`config.mk`:
```
export PLATFORM = sky130hd
export DESIGN_NAME = ex_stage_flat
export DESIGN_NICKNAME = d
export VERILOG_FILES = /design/src/rtl/cpu_pkg.sv /design/src/rtl/ex_stage_if.sv /design/src/rtl/ex_stage_alu.sv /design/src/rtl/ex_stage.sv /design/src/flat_wrapper.sv
export SDC_FILE = /design/constraint.sdc
export NUM_CORES = 1
export LEC_CHECK = 0
export ABC_AREA = 0
export CAP_MARGIN = 20
export CORE_MARGIN = 2
export CORE_UTILIZATION = 35
export DETAILED_ROUTE_END_ITERATION = 10
export GPL_ROUTABILITY_DRIVEN = 1
export PLACE_DENSITY = 0.63
export SLEW_MARGIN = 20
export SYNTH_ARGS = -nofsm -noshare
export SYNTH_HDL_FRONTEND = slang
export SYNTH_HIERARCHICAL = 1
export SYNTH_SLANG_ARGS = --single-unit
```
`constraint.sdc`:
```
create_clock -name clk -period 8.25 [get_ports clk]
set_input_delay 0.825 -clock clk [delete_from_list [all_inputs] [get_ports clk]]
set_output_delay 0.825 -clock clk [all_outputs]
set_load 0.005 [all_outputs]
```
`src/rtl/cpu_pkg.sv`:
```
// cpu_pkg: shared bundle widths, id_reg field offsets and ALU op bit indices.
package cpu_pkg;
  localparam int ID_TO_EX_W = 152;
  localparam int EX_TO_MEM_W = 71;
  localparam int ID_OP_LSB = 140;
  localparam int ID_RES_FROM_MEM = 139;
  localparam int ID_NEED_UI5 = 138;
  localparam int ID_SRC1_IS_PC = 137;
  localparam int ID_SRC2_IS_IMM = 136;
  localparam int ID_SRC2_IS_4 = 135;
  localparam int ID_GR_WE = 134;
  localparam int ID_MEM_WE = 133;
  localparam int ID_DEST_LSB = 128;
  localparam int ID_IMM_LSB = 96;
  localparam int ID_RJ_LSB = 64;
  localparam int ID_RKD_LSB = 32;
  localparam int ID_PC_LSB = 0;
  localparam int ALU_ADD = 0;
  localparam int ALU_SUB = 1;
  localparam int ALU_SLT = 2;
  localparam int ALU_SLTU = 3;
  localparam int ALU_AND = 4;
  localparam int ALU_NOR = 5;
  localparam int ALU_OR = 6;
  localparam int ALU_XOR = 7;
  localparam int ALU_SLL = 8;
  localparam int ALU_SRL = 9;
  localparam int ALU_SRA = 10;
  localparam int ALU_LUI = 11;
endpackage

```
`src/rtl/ex_stage_if.sv`:
```
// ex_stage_if: decode/memory handshakes, data-SRAM port and hazard taps of EX.
// EX_FWD_EN adds the EX bypass outputs.
interface ex_stage_if;
  import cpu_pkg::*;
  logic id_to_ex_valid;
  logic ex_allowin;
  logic [ID_TO_EX_W-1:0] id_reg;
  logic mem_allowin;
  logic ex_to_mem_valid;
  logic [EX_TO_MEM_W-1:0] ex_reg;
  logic data_sram_en;
  logic [3:0] data_sram_we;
  logic [31:0] data_sram_addr;
  logic [31:0] data_sram_wdata;
  logic ex_valid_o;
  logic ex_gr_we_o;
  logic [4:0] ex_dest_o;
`ifdef EX_FWD_EN
  logic [31:0] ex_fwd_wdata;
  logic ex_res_from_mem;
`endif
  modport slave (
    input id_to_ex_valid, id_reg, mem_allowin,
    output ex_allowin, ex_to_mem_valid, ex_reg, data_sram_en, data_sram_we,
    output data_sram_addr, data_sram_wdata, ex_valid_o, ex_gr_we_o, ex_dest_o
`ifdef EX_FWD_EN
    , output ex_fwd_wdata, ex_res_from_mem
`endif
  );
  modport master (
    output id_to_ex_valid, id_reg, mem_allowin,
    input ex_allowin, ex_to_mem_valid, ex_reg, data_sram_en, data_sram_we,
    input data_sram_addr, data_sram_wdata, ex_valid_o, ex_gr_we_o, ex_dest_o
`ifdef EX_FWD_EN
    , input ex_fwd_wdata, ex_res_from_mem
`endif
  );
endinterface

```
`src/rtl/ex_stage_alu.sv`:
```
// alu: combinational 12-operation ALU selected by a one-hot op vector.
module alu
  import cpu_pkg::*;
(
  input  logic [11:0] alu_op,
  input  logic [31:0] src1,
  input  logic [31:0] src2,
  output logic [31:0] result
);
  logic [31:0] sra_res;
  assign sra_res = $signed(src1) >>> src2[4:0];
  assign result = ({32{alu_op[ALU_ADD]}}  & (src1 + src2))
                | ({32{alu_op[ALU_SUB]}}  & (src1 - src2))
                | ({32{alu_op[ALU_SLT]}}  & {31'b0, $signed(src1) < $signed(src2)})
                | ({32{alu_op[ALU_SLTU]}} & {31'b0, src1 < src2})
                | ({32{alu_op[ALU_AND]}}  & (src1 & src2))
                | ({32{alu_op[ALU_NOR]}}  & ~(src1 | src2))
                | ({32{alu_op[ALU_OR]}}   & (src1 | src2))
                | ({32{alu_op[ALU_XOR]}}  & (src1 ^ src2))
                | ({32{alu_op[ALU_SLL]}}  & (src1 << src2[4:0]))
                | ({32{alu_op[ALU_SRL]}}  & (src1 >> src2[4:0]))
                | ({32{alu_op[ALU_SRA]}}  & sra_res)
                | ({32{alu_op[ALU_LUI]}}  & src2);
endmodule

```
`src/rtl/ex_stage.sv`:
```
// ex_stage: execute stage; latches the decode bundle, runs the ALU, issues data-SRAM requests.
// Define EX_FWD_EN to export the EX bypass value and load-use flag to decode.
module ex_stage
  import cpu_pkg::*;
(
  input logic clk,
  input logic resetn,
  ex_stage_if.slave bus
);
  logic ex_valid_q, ex_valid_d;
  logic [ID_TO_EX_W-1:0] payload_q, payload_d;
  logic ex_allowin;
  logic [31:0] src1, src2, alu_result;
  logic res_from_mem, mem_we;
  logic unused_folded;
  assign ex_allowin = !ex_valid_q || bus.mem_allowin;
  always_comb begin
    ex_valid_d = ex_allowin ? bus.id_to_ex_valid : ex_valid_q;
    payload_d = (bus.id_to_ex_valid && ex_allowin) ? bus.id_reg : payload_q;
  end
  always_ff @(posedge clk or negedge resetn) begin
    if (!resetn) begin
      ex_valid_q <= 1'b0;
      payload_q <= '0;
    end else begin
      ex_valid_q <= ex_valid_d;
      payload_q <= payload_d;
    end
  end
  // decode has already folded these into imm
  assign unused_folded = ^{payload_q[ID_NEED_UI5], payload_q[ID_SRC2_IS_4]};
  assign src1 = payload_q[ID_SRC1_IS_PC] ? payload_q[ID_PC_LSB +: 32] : payload_q[ID_RJ_LSB +: 32];
  assign src2 = payload_q[ID_SRC2_IS_IMM] ? payload_q[ID_IMM_LSB +: 32] : payload_q[ID_RKD_LSB +: 32];
  alu u_alu (
    .alu_op(payload_q[ID_OP_LSB +: 12]),
    .src1(src1),
    .src2(src2),
    .result(alu_result)
  );
  assign res_from_mem = payload_q[ID_RES_FROM_MEM];
  assign mem_we = payload_q[ID_MEM_WE];
  assign bus.ex_allowin = ex_allowin;
  assign bus.ex_to_mem_valid = ex_valid_q;
  assign bus.ex_reg = {res_from_mem, payload_q[ID_GR_WE], payload_q[ID_DEST_LSB +: 5],
                       alu_result, payload_q[ID_PC_LSB +: 32]};
  assign bus.data_sram_en = ex_valid_q && (res_from_mem || mem_we) && bus.mem_allowin;
  assign bus.data_sram_we = {4{ex_valid_q && mem_we && bus.mem_allowin}};
  assign bus.data_sram_addr = alu_result;
  assign bus.data_sram_wdata = payload_q[ID_RKD_LSB +: 32];
  assign bus.ex_valid_o = ex_valid_q;
  assign bus.ex_gr_we_o = payload_q[ID_GR_WE];
  assign bus.ex_dest_o = payload_q[ID_DEST_LSB +: 5];
`ifdef EX_FWD_EN
  assign bus.ex_fwd_wdata = alu_result;
  assign bus.ex_res_from_mem = ex_valid_q && res_from_mem;
`endif
endmodule
```
`src/flat_wrapper.sv`:
```
// flat-port wrapper written by rule: the top's interface ports become plain ports
module ex_stage_flat import cpu_pkg::*;
  (clk, resetn, bus_id_to_ex_valid, bus_id_reg, bus_mem_allowin, bus_ex_allowin, bus_ex_to_mem_valid, bus_ex_reg, bus_data_sram_en, bus_data_sram_we, bus_data_sram_addr, bus_data_sram_wdata, bus_ex_valid_o, bus_ex_gr_we_o, bus_ex_dest_o);
  ex_stage_if bus_i ();
  input logic clk;
  input logic resetn;
  input wire logic [$bits(bus_i.id_to_ex_valid)-1:0] bus_id_to_ex_valid;
  input wire logic [$bits(bus_i.id_reg)-1:0] bus_id_reg;
  input wire logic [$bits(bus_i.mem_allowin)-1:0] bus_mem_allowin;
  output wire logic [$bits(bus_i.ex_allowin)-1:0] bus_ex_allowin;
  output wire logic [$bits(bus_i.ex_to_mem_valid)-1:0] bus_ex_to_mem_valid;
  output wire logic [$bits(bus_i.ex_reg)-1:0] bus_ex_reg;
  output wire logic [$bits(bus_i.data_sram_en)-1:0] bus_data_sram_en;
  output wire logic [$bits(bus_i.data_sram_we)-1:0] bus_data_sram_we;
  output wire logic [$bits(bus_i.data_sram_addr)-1:0] bus_data_sram_addr;
  output wire logic [$bits(bus_i.data_sram_wdata)-1:0] bus_data_sram_wdata;
  output wire logic [$bits(bus_i.ex_valid_o)-1:0] bus_ex_valid_o;
  output wire logic [$bits(bus_i.ex_gr_we_o)-1:0] bus_ex_gr_we_o;
  output wire logic [$bits(bus_i.ex_dest_o)-1:0] bus_ex_dest_o;
  assign bus_i.id_to_ex_valid = bus_id_to_ex_valid;
  assign bus_i.id_reg = bus_id_reg;
  assign bus_i.mem_allowin = bus_mem_allowin;
  assign bus_ex_allowin = bus_i.ex_allowin;
  assign bus_ex_to_mem_valid = bus_i.ex_to_mem_valid;
  assign bus_ex_reg = bus_i.ex_reg;
  assign bus_data_sram_en = bus_i.data_sram_en;
  assign bus_data_sram_we = bus_i.data_sram_we;
  assign bus_data_sram_addr = bus_i.data_sram_addr;
  assign bus_data_sram_wdata = bus_i.data_sram_wdata;
  assign bus_ex_valid_o = bus_i.ex_valid_o;
  assign bus_ex_gr_we_o = bus_i.ex_gr_we_o;
  assign bus_ex_dest_o = bus_i.ex_dest_o;
  ex_stage u_core (.clk(clk), .resetn(resetn), .bus(bus_i));
endmodule
```
# Yosys cells after proc, flatten, opt, wreduce, memory -nomap -nowiden
# Index checks and enable logic that the tools add are counted.
totals:
  elab_cells: 46
  inputBits: 156
  regBits: 153
op_classes:
  n_bitwise: 27
  shift: 3
  n_addsub: 2
  reduce_logical: 8
  n_mux: 2
  magnitude_cmp: 2
ops:
  columns: ["op", "count"]
  rows:
  - ["bitwise OR 32 bit", 12]
  - ["AND 32 bit", 11]
  - ["AND 32 x 1 -> 32 bit", 2]
  - ["< comparator 32 bit", 2]
  - ["2-to-1 mux 32 bit", 2]
  - ["adder 32 bit", 1]
  - ["NOT 32 bit", 1]
  - ["<< shifter 32 x 5 -> 32 bit", 1]
  - ["right shift 32 x 5 -> 32 bit", 1]
  - [">>> shifter 32 x 5 -> 32 bit", 1]
  - ["subtractor 32 bit", 1]
  - ["XOR 32 bit", 1]
  - ["logical AND 1 bit", 5]
  - ["logical OR 1 bit", 2]
  - ["logical NOT 1 bit", 1]

# Longest topological paths before layout
# Gate-level depths: netlist (run 1).
depth:
  ltp_word: 14
  depth_mapped: 19
  mapped_depth_nobuf: 14

# By module
# The synthesis (run 1) kept the hierarchy.
modules_own_cells:
  columns: ["module", "cells_per_inst", "area_each_um2", "instances"]
  rows:
  - ["alu", 1336, 9011.1, 1]
  - ["ex_stage", 506, 7633.6, 1]

# Worst setup path after synthesis (run 1)
# OpenSTA, ideal clock, no wires.
synth_timing:
  path_type: "reg2out"
  startpoint: "register u_core.payload_q[136]"
  endpoint: "output bus_ex_reg[58]"
  setup_slack_ns: 2.982
  stages_incl_launch_ff: 20
  path_buffers: 7
  t_required_ns: 7.425
  t_arrival_ns: 4.443
  cell_sequence: "dfrtp_1 > clkbuf_1 > buf_2 > mux2_2 > buf_2 > inv_2 > buf_1 > clkbuf_1 > ha_1 > buf_2 > o211ai_1 > o211ai_1 > a41o_1 > o31ai_4 > o31ai_4 > a31oi_2 > o21ai_1 > or2_0 > a32oi_1 > buf_4"
synth_between:
  elab_chain_cells: 14
synth_rtl:
  columns: ["element", "line", "text"]
  rows:
  - ["from (decl)", "ex_stage.sv:11", "logic [ID_TO_EX_W-1:0] payload_q, payload_d;"]
  - ["from (signal assigned)", "ex_stage.sv:27", "payload_q <= payload_d;"]
  - ["2-to-1 mux 32 bit *", "ex_stage.sv:33", "assign src2 = payload_q[ID_SRC2_IS_IMM] ? payload_q[ID_IMM_LSB +: 32] : payload_q[ID_RKD_LSB +: 32];"]
  - ["net u_core.src2[3]", "ex_stage.sv:13", "logic [31:0] src1, src2, alu_result;"]
  - ["adder 32 bit / subtractor 32 bit (equally long branches)", "ex_stage_alu.sv:12, ex_stage_alu.sv:13", null]
  - ["AND 32 bit (on tied branches)", "ex_stage_alu.sv:12, ex_stage_alu.sv:13", null]
  - ["bitwise OR 32 bit", "ex_stage_alu.sv:13", "| ({32{alu_op[ALU_SUB]}} & (src1 - src2))"]
  - ["bitwise OR 32 bit", "ex_stage_alu.sv:14", "| ({32{alu_op[ALU_SLT]}} & {31'b0, $signed(src1) < $signed(src2)})"]
  - ["bitwise OR 32 bit", "ex_stage_alu.sv:15", "| ({32{alu_op[ALU_SLTU]}} & {31'b0, src1 < src2})"]
  - ["bitwise OR 32 bit", "ex_stage_alu.sv:16", "| ({32{alu_op[ALU_AND]}} & (src1 & src2))"]
  - ["bitwise OR 32 bit", "ex_stage_alu.sv:17", "| ({32{alu_op[ALU_NOR]}} & ~(src1 | src2))"]
  - ["bitwise OR 32 bit", "ex_stage_alu.sv:18", "| ({32{alu_op[ALU_OR]}} & (src1 | src2))"]
  - ["bitwise OR 32 bit", "ex_stage_alu.sv:19", "| ({32{alu_op[ALU_XOR]}} & (src1 ^ src2))"]
  - ["bitwise OR 32 bit", "ex_stage_alu.sv:20", "| ({32{alu_op[ALU_SLL]}} & (src1 << src2[4:0]))"]
  - ["bitwise OR 32 bit", "ex_stage_alu.sv:21", "| ({32{alu_op[ALU_SRL]}} & (src1 >> src2[4:0]))"]
  - ["bitwise OR 32 bit *", "ex_stage_alu.sv:22", "| ({32{alu_op[ALU_SRA]}} & sra_res)"]
  - ["bitwise OR 32 bit *", "ex_stage_alu.sv:23", "| ({32{alu_op[ALU_LUI]}} & src2);"]
  - ["to (decl)", "flat_wrapper.sv:12", "output wire logic [$bits(bus_i.ex_reg)-1:0] bus_ex_reg;"]
# Mark *: on every way through the listed nets, which the timed path passes. The rest lies on a longest branch.

# Worst setup path after layout (run 1)
layout_timing:
  startpoint: "register u_core.payload_q[136]"
  endpoint: "output bus_ex_reg[32]"
layout_between:
  elab_chain_cells: 14
layout_rtl:
  columns: ["element", "line"]
  rows:
  - ["2-to-1 mux 32 bit *", "ex_stage.sv:33"]
  - ["net u_core.src2[0]", "ex_stage.sv:13"]
  - ["adder 32 bit / subtractor 32 bit (equally long branches)", "ex_stage_alu.sv:12, ex_stage_alu.sv:13"]
  - ["AND 32 bit (on tied branches)", "ex_stage_alu.sv:12, ex_stage_alu.sv:13"]
  - ["bitwise OR 32 bit", "ex_stage_alu.sv:13"]
  - ["bitwise OR 32 bit", "ex_stage_alu.sv:14"]
  - ["bitwise OR 32 bit", "ex_stage_alu.sv:15"]
  - ["bitwise OR 32 bit", "ex_stage_alu.sv:16"]
  - ["bitwise OR 32 bit", "ex_stage_alu.sv:17"]
  - ["bitwise OR 32 bit", "ex_stage_alu.sv:18"]
  - ["bitwise OR 32 bit", "ex_stage_alu.sv:19"]
  - ["bitwise OR 32 bit", "ex_stage_alu.sv:20"]
  - ["bitwise OR 32 bit", "ex_stage_alu.sv:21"]
  - ["bitwise OR 32 bit", "ex_stage_alu.sv:22"]
  - ["bitwise OR 32 bit *", "ex_stage_alu.sv:23"]
# Marked as above.

==> out/qor.csv, run 1 <==
metric,value,unit
tns,0,ns
wl_per_cell,24.7,µm
ios,305,
core,46800,µm²
cts_setup_buffers,0,
yosys.area_share.simple,10.4,%
overflow,0,
diodes,0,
cts_buffers,17,
p_per_area,280,nW/µm²
antenna_found_initial,2,
startpoint,u_core/payload_q[136],
grt.total_usage,25.3,%
netlist_instances,1842,
cp-start-kind,register,
multiInputGateArea,11000,µm²
cts_max_level,4,
pre_cts_ws,2.06,ns
hold_violations,0,
relSlewSlack,28.8,%
yosysSeqAreaShare,22.7,%
fin_util,42.3,%
synth-seq-cells,151,
max-vdd-ir-drop,155,µV
io_buffers,302,
dpl.hpwl,47500,µm
area_delta_synth_final,18.7,%
cts_sinks,151,
slew_viol_final,0,
clock_latency,0.48,ns
rsz0062_at_grt,no,
worst-setup-path-type,reg -> out,
yosysWarnings,6,
die_w,222,µm
wirelength,63300,µm
synth_compound_area_share,20.1,%
synth_edf_count,0,
syn_area,16600,µm²
gp_congestion,0.989,
mostFrequentLayoutCell,clkdlybuf4s50_1,
grt_max_degree,93,
rrSetupSlack,5.58,ns
ant_nets,0,
cts_tree,yes,
drive_above_1_share,17.3,%
cts_root_buf,clkbuf_16,
worst_pin_slew,1.04,ns
drcViolationCount,0,
ys_types,83,
synth_top_family_by_area,multiplexers,
cts-hold-fix-buffers,0,
start_util,35.6,%
fmax,146,MHz
firstDrtPassIters,6,
power.total,5.53,mW
clkSlewWorstSetupHoldPaths,0.08,ns
regToRegEndpoint,u_core/payload_q[28],
rr_startpoint,u_core/bus.ex_to_mem_valid,
finalWorstSetupSlack,1.39,ns
num_rows,79,
grt_pass1_vias,14691,
status,"complete, no violations",
cp-endpoint,bus_ex_reg[32],
nFillCells,4650,
synthXorXnorAreaFrac,1.42,%
post-route-min-period,6.86,ns
cellLeakagePower,8.35,nW
clockBufferDepth,2,
async_flop_share,100,%
clock-skew-final,0.0113,ns
period_share,83.1,%
synthMuxAreaShare,26.7,%
most-common-layout-cells,"clkdlybuf4s50_1 (301), nor2_1 (156), dfrtp_1 (150)",
finalSetupViolCount,0,
crit_path_end_kind,output pin,
synth_area_per_cell,9.04,µm²
cp_data_required_time,7.42,ns
dieArea,49300,µm²
ys.flop_type,dfrtp_1,
nNetsFinal,2196,
cap_violations,0,
arrival,6.03,ns
grt_pass1_wl,94700,µm
synthAdderAreaFrac,7.53,%
cts-resized-gates,0,
vias,15115,
path_max_fanout,30,
syn-num-nets,2097,
drt_iter0_drc,1447,
hp-class,in -> async,
ff2ff_path_depth,4,
seq_area,3780,µm²
vias_per_cell,5.90,
chipHeight,222,µm
critical path, cell delays in order (launching register included):
cell and delay, ns:
dfrtp_1 0.48, mux2_2 0.79, ha_1 0.31, inv_1 0.06
fa_1 0.41, nor2b_1 0.17, o311a_1 0.29, o21bai_1 0.32
a21oi_2 0.18, nor4_1 0.54, o41ai_2 0.26, a31o_1 0.31
a41oi_1 0.57, or3_1 0.28, clkdlybuf4s50_1 0.53
sequential cells by signal, summed over array words and instances (netlist names):
signal and cells:
u_core/bus.ex_to_mem_valid 1, u_core/payload_q 150
worst min path at each step:
stage,start,endpoint,slack [ns],depth (start not counted)
2_1_floorplan,u_core/payload_q[100],u_core/payload_q[100],0.48,1
3_3_place_gp,u_core/payload_q[118],u_core/payload_q[118],0.49,1
3_5_place_dp,u_core/payload_q[122],u_core/payload_q[122],0.49,1
4_1_cts,resetn,u_core/payload_q[128],0.45,1
5_1_grt,resetn,u_core/payload_q[58],0.51,1
6_report,resetn,u_core/payload_q[128],0.46,1
metrics by stage:
step | instance area (µm²) | std cells | hold WS (ns)
3_3_place_gp | 19100 | 2529 | 0.486
5_1_grt | 19800 | 2561 | 0.515
4_1_cts | 19800 | 2561 | 0.447
2_1_floorplan | 16600 | 1842 | 0.476
3_5_place_dp | 19100 | 2529 | 0.491
6_report | 19800 | 2561 | 0.456
synthesized netlist by cell type, types with 72 or more instances:
library cell	n	area, µm²
nand2_1	102	383
clkbuf_1	72	270
dfrtp_1	151	3780
nor2_1	156	586
inv_1	91	342
a21oi_1	116	581
ha_1	97	1210
buf_4	117	878
o21ai_0	76	380
mux2_2	140	1580
mux2i_1	82	821
mux2_4	101	1520
metal layers:
| layer | global-route usage, % | vias up | share of wire (%) |
|---|---|---|---|
| met1 | 34.0 | 7494 | 43 |
| met5 | 0 | - | 0 |
| met4 | 10.9 | 0 | 4.0 |
| met2 | 39.4 | 673 | 45 |
| li1 | - | 6856 | - |
| met3 | 5.04 | 92 | 7.5 |
layout make-up:
class / count / share of cell area, %
multi-input cells: 1350 / 55.8
flip-flops and latches: 151 / 19.1
repair buffers: 324 / 16.1
well taps: 607 / 3.84
clock buffers: 17 / 2.15
inverters: 97 / 1.84
clock inverters: 15 / 1.04
logic make-up (layout without fill, tap and decap cells):
group | count (synthesis) | after routing
flip-flops | 151 | 151
AND/OR/NAND/NOR | 390 | 390
multiplexers | 347 | 347
adder cells (fa/ha/maj) | 99 | 99
XOR/XNOR | 27 | 27
AO/OA/AOI/OAI | 487 | 487
buffers and inverters | 341 | 453
power by group:
group | switching, mW | internal [mW]
sequential | 0.0887 | 0.849
combinational | 2.24 | 1.52
clock | 0.393 | 0.438
Note: power is estimated with default switching activity, not from simulation.
==> run 2: changes to the inputs <==
--- a/config.mk
+++ b/config.mk
@@ -11,7 +11,7 @@
 export CORE_UTILIZATION = 35
 export DETAILED_ROUTE_END_ITERATION = 10
 export GPL_ROUTABILITY_DRIVEN = 1
-export PLACE_DENSITY = 0.63
+export PLACE_DENSITY = 0.65
 export SLEW_MARGIN = 20
 export SYNTH_ARGS = -nofsm -noshare
 export SYNTH_HDL_FRONTEND = slang
==> constraint.sdc (replaced) <==
create_clock -name clk -period 6.3 [get_ports clk]
set_input_delay 0.63 -clock clk [delete_from_list [all_inputs] [get_ports clk]]
set_output_delay 0.63 -clock clk [all_outputs]
set_load 0.005 [all_outputs]
==> run 2 against run 1 <==
Final area rose by 0.80%. Clock skew rose by 0.0020 ns. Setup slack got worse by 1.2 ns. Non-clock buffer count is 15 higher. Critical path type unchanged.
==> out/qor.csv, run 2 (same netlist as run 1, synthesis figures left out) <==
metric,value,unit,change
status,"complete, no violations",,unchanged
cts-resized-gates,0,,unchanged
relSlewSlack,29.5,%,was 28.8%
vias,15242,,was 15115
pwr-share-clk,15.5,%,was 15.0%
grt_pass1_wl,96100,µm,was 94700 µm
finalWorstSetupSlack,0.177,ns,was 1.39 ns
chipHeight,222,µm,unchanged
cts_buffers,17,,unchanged
largest_reg_flops,150,,unchanged
wirelength,64400,µm,was 63300 µm
mostFrequentLayoutCell,clkdlybuf4s50_1,,unchanged
clock-skew-final,0.0133,ns,was 0.0113 ns
hp-class,in -> async,,unchanged
cts_setup_buffers,0,,unchanged
ant_nets,0,,unchanged
cellLeakagePower,8.45,nW,was 8.35 nW
grt_pass1_vias,14836,,was 14691
antenna_found_initial,0,,was 2
firstDrtPassIters,9,,was 6
cts_tree,yes,,unchanged
slew_viol_final,0,,unchanged
most-common-layout-cells,"clkdlybuf4s50_1 (301), nor2_1 (155), dfrtp_1 (150)",,"was clkdlybuf4s50_1 (301), nor2_1 (156), dfrtp_1 (150)"
gp_congestion,1.01,,was 0.989
dieArea,49300,µm²,unchanged
nFillCells,4654,,was 4650
cp-start-kind,register,,unchanged
drt_iter0_drc,1971,,was 1447
cts_max_level,4,,unchanged
arrival,5.49,ns,was 6.03 ns
combPwrFrac,67.7,%,was 68.0%
clock_latency,0.47,ns,was 0.48 ns
crit_path_end_kind,output pin,,unchanged
p_int,3.79,mW,was 2.81 mW
nNetsFinal,2211,,was 2196
finalSetupViolCount,0,,unchanged
core,46800,µm²,unchanged
rrSetupSlack,4.09,ns,was 5.58 ns
rsz0062_at_grt,no,,unchanged
ios,305,,unchanged
clkSlewWorstSetupHoldPaths,0.07,ns,was 0.08 ns
switching_power,3.60,mW,was 2.73 mW
num_rows,79,,unchanged
worst_pin_slew,1.05,ns,was 1.04 ns
grt.busiest_layer,met2,,unchanged
worst-setup-path-type,reg -> out,,unchanged
dpl.hpwl,49000,µm,was 47500 µm
grt_max_degree,92,,was 93
vias_per_cell,5.92,,was 5.90
grt_use_met2,41.3,%,was 39.4%
cap_violations,0,,unchanged
start_util,35.6,%,unchanged
cts_root_buf,clkbuf_16,,unchanged
cts_sinks,151,,unchanged
io_buffers,302,,unchanged
top_register,u_core/payload_q,,unchanged
die_w,222,µm,unchanged
p_seq_share,16.9,%,about the same
cp_data_required_time,5.67,ns,was 7.42 ns
area_delta_synth_final,19.7,%,was 18.7%
max-vdd-ir-drop,185,µV,was 155 µV
tns,0,ns,unchanged
grt.total_usage,25.6,%,was 25.3%
grt_use_met3,5.19,%,was 5.04%
p_per_area,371,nW/µm²,was 280 nW/µm²
swShare,48.7,%,was 49.3%
pre_cts_ws,0.888,ns,was 2.06 ns
fmax,163,MHz,
cts-hold-fix-buffers,0,,unchanged
overflow,0,,unchanged
path_max_fanout,11,,was 30
drcViolationCount,0,,unchanged
diodes,0,,unchanged
clockBufferDepth,2,,unchanged
drive_above_1_share,18.0,%,was 17.3%
period_share,97.2,%,
hold_violations,0,,unchanged
met1_usage,34.0,%,about the same
post-route-min-period,6.12,ns,
wl_per_cell,25.0,µm,was 24.7 µm
run 2: final timing paths:
path	start	end	cells past startpoint
max reg2reg	u_core/bus.ex_to_mem_valid	u_core/payload_q[104]	4
max	u_core/payload_q[136]	bus_data_sram_addr[0]	14
max in group asynchronous	resetn	u_core/payload_q[64]	2
min reg2reg	u_core/payload_q[76]	u_core/payload_q[76]	1
min in group clk	u_core/payload_q[76]	u_core/payload_q[76]	1
min	resetn	u_core/payload_q[128]	1
run 2: power by group through the flow:
stage	clock network, mW	registers, mW	logic [mW]
6_report	1.14	1.25	5.00
5_1_grt	1.22	1.27	5.31
4_1_cts	1.18	1.25	4.88
3_5_place_dp	0	1.26	4.85
3_3_place_gp	0	1.26	4.82
2_1_floorplan	0	1.20	3.32
run 2: worst max-delay path, stage by stage (launching register included):
cell and delay, ns:
dfrtp_1 0.47, mux2_2 0.50, ha_1 0.27, inv_1 0.06, fa_1 0.41, nor2b_1 0.17
o311a_1 0.31, o21bai_1 0.32, a21oi_2 0.19, nor4_1 0.44, o41ai_2 0.19, a31o_1 0.29
a41oi_1 0.54, or3_1 0.29, clkdlybuf4s50_1 0.53
run 2: cell type report:
cell class / instances / area (µm²) / share of cell area, %
Tap cell: 607 / 759 / 3.81
Clock buffer: 17 / 425 / 2.14
Inverter: 97 / 364 / 1.83
Timing Repair Buffer: 339 / 3330 / 16.7
Multi-Input combinational cell: 1350 / 11000 / 55.4
Clock inverter: 15 / 229 / 1.15
Sequential cell: 151 / 3780 / 19.0
run 2: per-stage QoR:
step | hold WS (ns) | util (%) | std cells | power, mW | instance area (µm²)
after detailed placement | 0.488 | 41.2 | 2544 | 6.11 | 19300
after floorplan | 0.334 | - | 1842 | 4.52 | 16600
after global placement | 0.487 | 41.2 | 2544 | 6.07 | 19300
final | 0.237 | 42.6 | 2576 | 7.38 | 19900
after global routing | 0.290 | 42.6 | 2576 | 7.79 | 19900
after CTS | 0.244 | 42.6 | 2576 | 7.30 | 19900
run 2: per-layer routing:
layer | share of wire, % | up-vias
li1 | - | 6906
met2 | 46 | 722
met4 | 3.1 | 0
met5 | 0 | -
met1 | 43 | 7529
met3 | 7.8 | 85
